<file path="src/rtl/clk_lock_seq.sv">
`timescale 1ns/1ps
// clk_lock_seq: DLL lock monitor and core reset sequencer (fabric clock domain).
// Synchronizes the asynchronous DLL lock status and counts consecutive locked
// cycles. When lock has been stable long enough, the core reset is released,
// and after a further delay ready is raised. Lock loss after release puts the
// core back into reset and sets a sticky status flag. If lock never arrives in
// time, a fixed-width relock request pulse is issued.
//
// Optional feature macro: CLK_LOCK_LOSS_CNT_EN adds the 8-bit saturating
// lock_loss_cnt register and port.
//
// Ports:
//   clk           fabric clock (DLL 0 deg output)
//   rst_n         synchronous active-low reset
//   locked        DLL lock status, asynchronous to clk
//   clr_stat      single-cycle clear of lost_lock / lock_loss_cnt
//   core_rst_n    active-low reset to downstream logic
//   ready         clocks stable and core out of reset
//   relock_req    DLL relock request pulse, RELOCK_W cycles wide
//   lost_lock     sticky lock-loss flag
//   lock_loss_cnt saturating lock-loss count (macro builds only)
//   state         current FSM state code (debug)
module clk_lock_seq #(
  parameter int unsigned STABLE_CYC  = 1024,
  parameter int unsigned READY_DLY   = 16,
  parameter int unsigned TIMEOUT_CYC = 1048576,
  parameter int unsigned RELOCK_W    = 8
) (
  input  logic       clk,
  input  logic       rst_n,
  input  logic       locked,
  input  logic       clr_stat,
  output logic       core_rst_n,
  output logic       ready,
  output logic       relock_req,
  output logic       lost_lock,
`ifdef CLK_LOCK_LOSS_CNT_EN
  output logic [7:0] lock_loss_cnt,
`endif
  output logic [2:0] state
);

  localparam int unsigned STAB_W = ($clog2(STABLE_CYC)  > 0) ? $clog2(STABLE_CYC)  : 1;
  localparam int unsigned DLY_W  = ($clog2(READY_DLY)   > 0) ? $clog2(READY_DLY)   : 1;
  localparam int unsigned TO_W   = ($clog2(TIMEOUT_CYC) > 0) ? $clog2(TIMEOUT_CYC) : 1;
  localparam int unsigned RL_W   = ($clog2(RELOCK_W)    > 0) ? $clog2(RELOCK_W)    : 1;

  localparam logic [STAB_W-1:0] STAB_LAST = STAB_W'(STABLE_CYC - 1);
  localparam logic [DLY_W-1:0]  DLY_LAST  = DLY_W'(READY_DLY - 1);
  localparam logic [TO_W-1:0]   TO_LAST   = TO_W'(TIMEOUT_CYC - 1);
  localparam logic [RL_W-1:0]   RL_LAST   = RL_W'(RELOCK_W - 1);

  typedef enum logic [1:0] {
    WAIT_LOCK = 2'd0,
    RELEASE   = 2'd1,
    RUN       = 2'd2,
    RELOCK    = 2'd3
  } state_e;

  state_e            state_q, state_d;
  logic              sync1_q, locked_s_q;
  logic [STAB_W-1:0] stab_cnt_q, stab_cnt_d;
  logic [DLY_W-1:0]  dly_cnt_q, dly_cnt_d;
  logic [TO_W-1:0]   to_cnt_q, to_cnt_d;
  logic [RL_W-1:0]   rl_cnt_q, rl_cnt_d;
  logic              core_rst_n_q, core_rst_n_d;
  logic              ready_q, ready_d;
  logic              relock_req_q, relock_req_d;
  logic              lost_lock_q, lost_lock_d;
  logic              loss;

  // State, counters, synchronizer and registered outputs
  always_ff @(posedge clk) begin
    if (!rst_n) begin
      sync1_q      <= 1'b0;
      locked_s_q   <= 1'b0;
      state_q      <= WAIT_LOCK;
      stab_cnt_q   <= '0;
      dly_cnt_q    <= '0;
      to_cnt_q     <= '0;
      rl_cnt_q     <= '0;
      core_rst_n_q <= 1'b0;
      ready_q      <= 1'b0;
      relock_req_q <= 1'b0;
      lost_lock_q  <= 1'b0;
    end else begin
      sync1_q      <= locked;
      locked_s_q   <= sync1_q;
      state_q      <= state_d;
      stab_cnt_q   <= stab_cnt_d;
      dly_cnt_q    <= dly_cnt_d;
      to_cnt_q     <= to_cnt_d;
      rl_cnt_q     <= rl_cnt_d;
      core_rst_n_q <= core_rst_n_d;
      ready_q      <= ready_d;
      relock_req_q <= relock_req_d;
      lost_lock_q  <= lost_lock_d;
    end
  end

  // Next-state, counter and output logic
  always_comb begin
    state_d    = state_q;
    stab_cnt_d = stab_cnt_q;
    dly_cnt_d  = dly_cnt_q;
    to_cnt_d   = to_cnt_q;
    rl_cnt_d   = rl_cnt_q;
    loss       = 1'b0;

    case (state_q)
      WAIT_LOCK: begin
        stab_cnt_d = locked_s_q ? (stab_cnt_q + STAB_W'(1)) : '0;
        to_cnt_d   = to_cnt_q + TO_W'(1);
        // Release wins over timeout when both land on the same cycle
        if (locked_s_q && (stab_cnt_q == STAB_LAST)) begin
          state_d    = RELEASE;
          stab_cnt_d = '0;
          to_cnt_d   = '0;
        end else if (to_cnt_q == TO_LAST) begin
          state_d    = RELOCK;
          stab_cnt_d = '0;
          to_cnt_d   = '0;
        end
      end
      RELEASE: begin
        if (!locked_s_q) begin
          loss = 1'b1;
        end else if (dly_cnt_q == DLY_LAST) begin
          state_d   = RUN;
          dly_cnt_d = '0;
        end else begin
          dly_cnt_d = dly_cnt_q + DLY_W'(1);
        end
      end
      RUN: begin
        if (!locked_s_q) loss = 1'b1;
      end
      RELOCK: begin
        // locked_s is deliberately ignored until the pulse completes
        if (rl_cnt_q == RL_LAST) begin
          state_d  = WAIT_LOCK;
          rl_cnt_d = '0;
        end else begin
          rl_cnt_d = rl_cnt_q + RL_W'(1);
        end
      end
      default: state_d = WAIT_LOCK;
    endcase

    if (loss) begin
      state_d    = WAIT_LOCK;
      stab_cnt_d = '0;
      dly_cnt_d  = '0;
      to_cnt_d   = '0;
      rl_cnt_d   = '0;
    end

    // A loss on the same cycle as a clear leaves the flag set
    lost_lock_d = lost_lock_q;
    if (clr_stat) lost_lock_d = 1'b0;
    if (loss)     lost_lock_d = 1'b1;

    // Outputs follow the next state so they change on the transition edge
    core_rst_n_d = (state_d == RELEASE) || (state_d == RUN);
    ready_d      = (state_d == RUN);
    relock_req_d = (state_d == RELOCK);
  end

`ifdef CLK_LOCK_LOSS_CNT_EN
  logic [7:0] loss_cnt_q, loss_cnt_d;

  // Saturating lock-loss counter; a concurrent loss restarts it at 1
  always_comb begin
    loss_cnt_d = loss_cnt_q;
    if (clr_stat) loss_cnt_d = '0;
    if (loss) begin
      if (clr_stat)                 loss_cnt_d = 8'd1;
      else if (loss_cnt_q != 8'hFF) loss_cnt_d = loss_cnt_q + 8'd1;
    end
  end

  always_ff @(posedge clk) begin
    if (!rst_n) loss_cnt_q <= '0;
    else        loss_cnt_q <= loss_cnt_d;
  end

  assign lock_loss_cnt = loss_cnt_q;
`endif

  assign core_rst_n = core_rst_n_q;
  assign ready      = ready_q;
  assign relock_req = relock_req_q;
  assign lost_lock  = lost_lock_q;
  assign state      = 3'(state_q);

endmodule

</file>
<file path="config.mk">
export PLATFORM = sky130hd
export DESIGN_NAME = clk_lock_seq
export DESIGN_NICKNAME = d
export VERILOG_FILES = /design/src/rtl/clk_lock_seq.sv
export SDC_FILE = /design/constraint.sdc
export NUM_CORES = 1
export LEC_CHECK = 0
export CAP_MARGIN = 20
export CELL_PAD_IN_SITES_DETAIL_PLACEMENT = 1
export CELL_PAD_IN_SITES_GLOBAL_PLACEMENT = 2
export CORE_ASPECT_RATIO = 2
export CORE_MARGIN = 2
export CORE_UTILIZATION = 39
export DETAILED_ROUTE_END_ITERATION = 6
export HOLD_SLACK_MARGIN = 0.02
export PLACE_DENSITY_LB_ADDON = 0.1
export SLEW_MARGIN = 20
export SYNTH_ARGS = -nofsm -noshare
export SYNTH_HDL_FRONTEND = slang
export SYNTH_SLANG_ARGS = --single-unit
</file>
<file path="constraint.sdc">
create_clock -name clk -period 4.75 [get_ports clk]
set_input_delay 0.7125 -clock clk [delete_from_list [all_inputs] [get_ports clk]]
set_output_delay 0.7125 -clock clk [all_outputs]
set_load 0.005 [all_outputs]
</file>
==> results.py <==
metrics = {
    "run_status": {
        "outcome": "completed",
    },
    "floorplanning": {
        "die_h_um": 109,
        "die_area_um2": 6180,
        "core_um2": 5370,
        "start_util_pct": 40.2,
        "die_width_um": 56.6,
        "rows": 38,
        "io_pins": 11,
    },
    "synth": {
        "syn_nets": 266,
        "synth_seq_area_share_pct": 41.7,
        "async_flop_share_pct": 0,
        "synth-edff-count": 0,
        "yosysTopAreaCell": "dfxtp_1",
        "avgSynthCellArea_um2": 8.60,
        "ys_warn_count": 0,
        "synthCells": 251,
        "netlist_area_um2": 2160,
        "synth.area.top_cells": "dfxtp_1 (42%), nor2_1 (7.5%), ha_1 (6.4%), xor2_1 (4.9%), nand2_1 (4.0%)",
        "ys_types": 42,
        "yosys.area.top_type_share_pct": 41.7,
        "ys.flop_type": "dfxtp_1",
        "ys_ff_latch": 45,
    },
    "detailed_routing": {
        "first_iter_violations": 36,
        "totalWireLength_mm": 4.91,
        "routedWlPerCell_um": 15.3,
        "route.vias.total": 1733,
        "drc": 0,
        "dr.pass1.iters": 4,
        "antenna_left": 0,
        "routed_via_density": 5.42,
    },
    "power": {
        "vdd_drop_max_v": 0.000161,
        "power.leakage_nw": 0.878,
        "powerDensity_nw_per_um2": 268,
        "p_total_mw": 0.636,
    },
    "critical_path": {
        "cp.arrival_ps": 2690,
        "crit_path_max_incr_delay_ps": 500,
        "r2r_cells": 8,
        "end_kind": "flip-flop",
        "crit_start": "state_q[1]",
        "crit_chain": "inv_1 -> ha_1 -> inv_1 -> nor2_1 -> a21oi_1 -> nor3_1 -> ha_1 -> nor2_1",
        "cp-start-kind": "flip-flop",
        "worstSetupPathType": "flip-flop to flip-flop",
        "critPathSlowestCell": "ha_1",
        "cp.buffers_inverters": 2,
        "critical_path_cell_count": 8,
        "worst-path-max-fanout": 14,
        "rrSetupSlack_ps": 2290,
        "worst_ep_required_time_ps": 4980,
        "r2r-start": "state_q[1]",
        "endpoint": "core_rst_n",
        "cp_top_family": "adder cells",
        "regToRegEndpoint": "core_rst_n",
    },
    "clock_tree": {
        "clk_pin_slew_ps": 80,
        "cts-root-buf": "clkbuf_8",
        "clkLatencyLatePin_ps": 290,
        "post_cts_buffers": 0,
        "cts_buffers": 5,
        "cts_resized": 0,
        "clockBufferDepth": 2,
        "htreeDepth": 2,
        "clkSinkCount": 45,
        "holdBufCountCts": 0,
        "cts_tree": "built",
    },
    "sta": {
        "period_share_pct": 51.7,
        "tightest_slew_ps": 762,
        "rsz0062_at_grt": "false",
        "slew_headroom_pct": 49.1,
        "fin_skew_ps": 5.35,
        "fin_ws_ps": 2290,
        "hold_viol_final": 0,
        "finalSetupTns_ps": 0,
        "fmax_ghz": 0.407,
        "hold_ws_ps": 440,
        "setup_violations": 0,
        "drv_slew": 0,
        "post-route-min-period_ps": 2460,
    },
    "cells_and_area": {
        "ff_latch_area_um2": 901,
        "diodes": 0,
        "fillers": 654,
        "multi_input_area_um2": 1200,
        "fin_util_pct": 44.2,
        "syn_to_final_growth_pct": 10.1,
        "drive_above_1_share_pct": 5.00,
        "mostFrequentLayoutCell": "dfxtp_1",
        "mostFrequentLayoutCells": "dfxtp_1 (45), nor2_1 (43), nand2_1 (23)",
        "num-nets-final": 275,
    },
    "global_route": {
        "grt_max_degree": 21,
        "grtUsageMet3_pct": 2.61,
        "antenna_found_initial": 0,
        "grt.busiest_layer": "met2",
        "use_met1_pct": 18.2,
        "overflow": 0,
        "grt_pass1_vias": 1847,
        "gr-usage-all-layers_pct": 18.0,
        "grt_use_met2_pct": 35.4,
        "grt_pass1_wl_mm": 8.62,
    },
    "job": {
        "drv_cap": 0,
    },
    "placement": {
        "post-dp-hpwl_mm": 3.77,
        "portBuffers": 9,
        "place_congestion": 0.720,
        "post-place-ws_ps": 2040,
    },
    "worst_hold_path": {
        "holdPathStages": 1,
        "hold_class": "flip-flop to flip-flop",
    },
}
## flip-flops by register name, indices dropped and copies added, names as in the netlist, 2 cells and up
name	cells
rl_cnt_q	3
dly_cnt_q	4
state_q	2
stab_cnt_q	10
to_cnt_q	20
## kinds of logic after synthesis
kind of cell,Yosys count,synth area share (%)
AND/OR/NAND/NOR,126,30.0
flip-flops,45,41.7
AO/OA/AOI/OAI,30,9.04
XOR/XNOR,21,8.52
buffers and inverters,14,2.78
adder cells (fa/ha/maj),11,6.38
multiplexers,3,1.39
other,1,0.174
## metrics by stage
stage	instances	instance area [um^2]
final	320	2380
after global routing	320	2380
after CTS	320	2380
after detailed placement	313	2290
after global placement	313	2290
after floorplan	251	2160
## how the worst min path moves through the flow
stage / startpoint / to / slack [ps]
after global routing: sync1_q / locked_s_q / 470
after floorplan: sync1_q / locked_s_q / 410
after global placement: sync1_q / locked_s_q / 420
after detailed placement: sync1_q / locked_s_q / 430
after CTS: sync1_q / locked_s_q / 450
final: sync1_q / locked_s_q / 440
## power by group
part / leakage (nW) / total, mW / switching, mW / internal [mW]
logic: 0.470 / 0.0176 / 0.0108 / 0.00675
registers: 0.363 / 0.384 / 0.00391 / 0.380
clock network: 0.0443 / 0.235 / 0.119 / 0.115
total: 0.878 / 0.636 / 0.134 / 0.502
## synthesized netlist by cell type (5+ instances only)
cell      n
nand2_1  23
nor2_1   43
inv_1     7
dfxtp_1  45
nand4_1  13
and3_1    8
ha_1     11
nand3_1   9
a21oi_1  11
xor2_1   12
xnor2_1   9
a31oi_1   5
nor3_1    6
## final cells by class
type,instances,area share (%)
clock buffers,7,3.63
inverters,7,1.11
multi-input cells,192,50.4
flip-flops and latches,45,37.9
well taps,60,3.16
repair buffers,9,3.79
## per-layer routing
metal  part of all wire [%]  wire length [um]
met3                    1.4                71
met4                    1.8                87
met5                      0                 0
met1                     39              1910
met2                     58              2840
No activity file was read; power rests on OpenSTA's default activity.
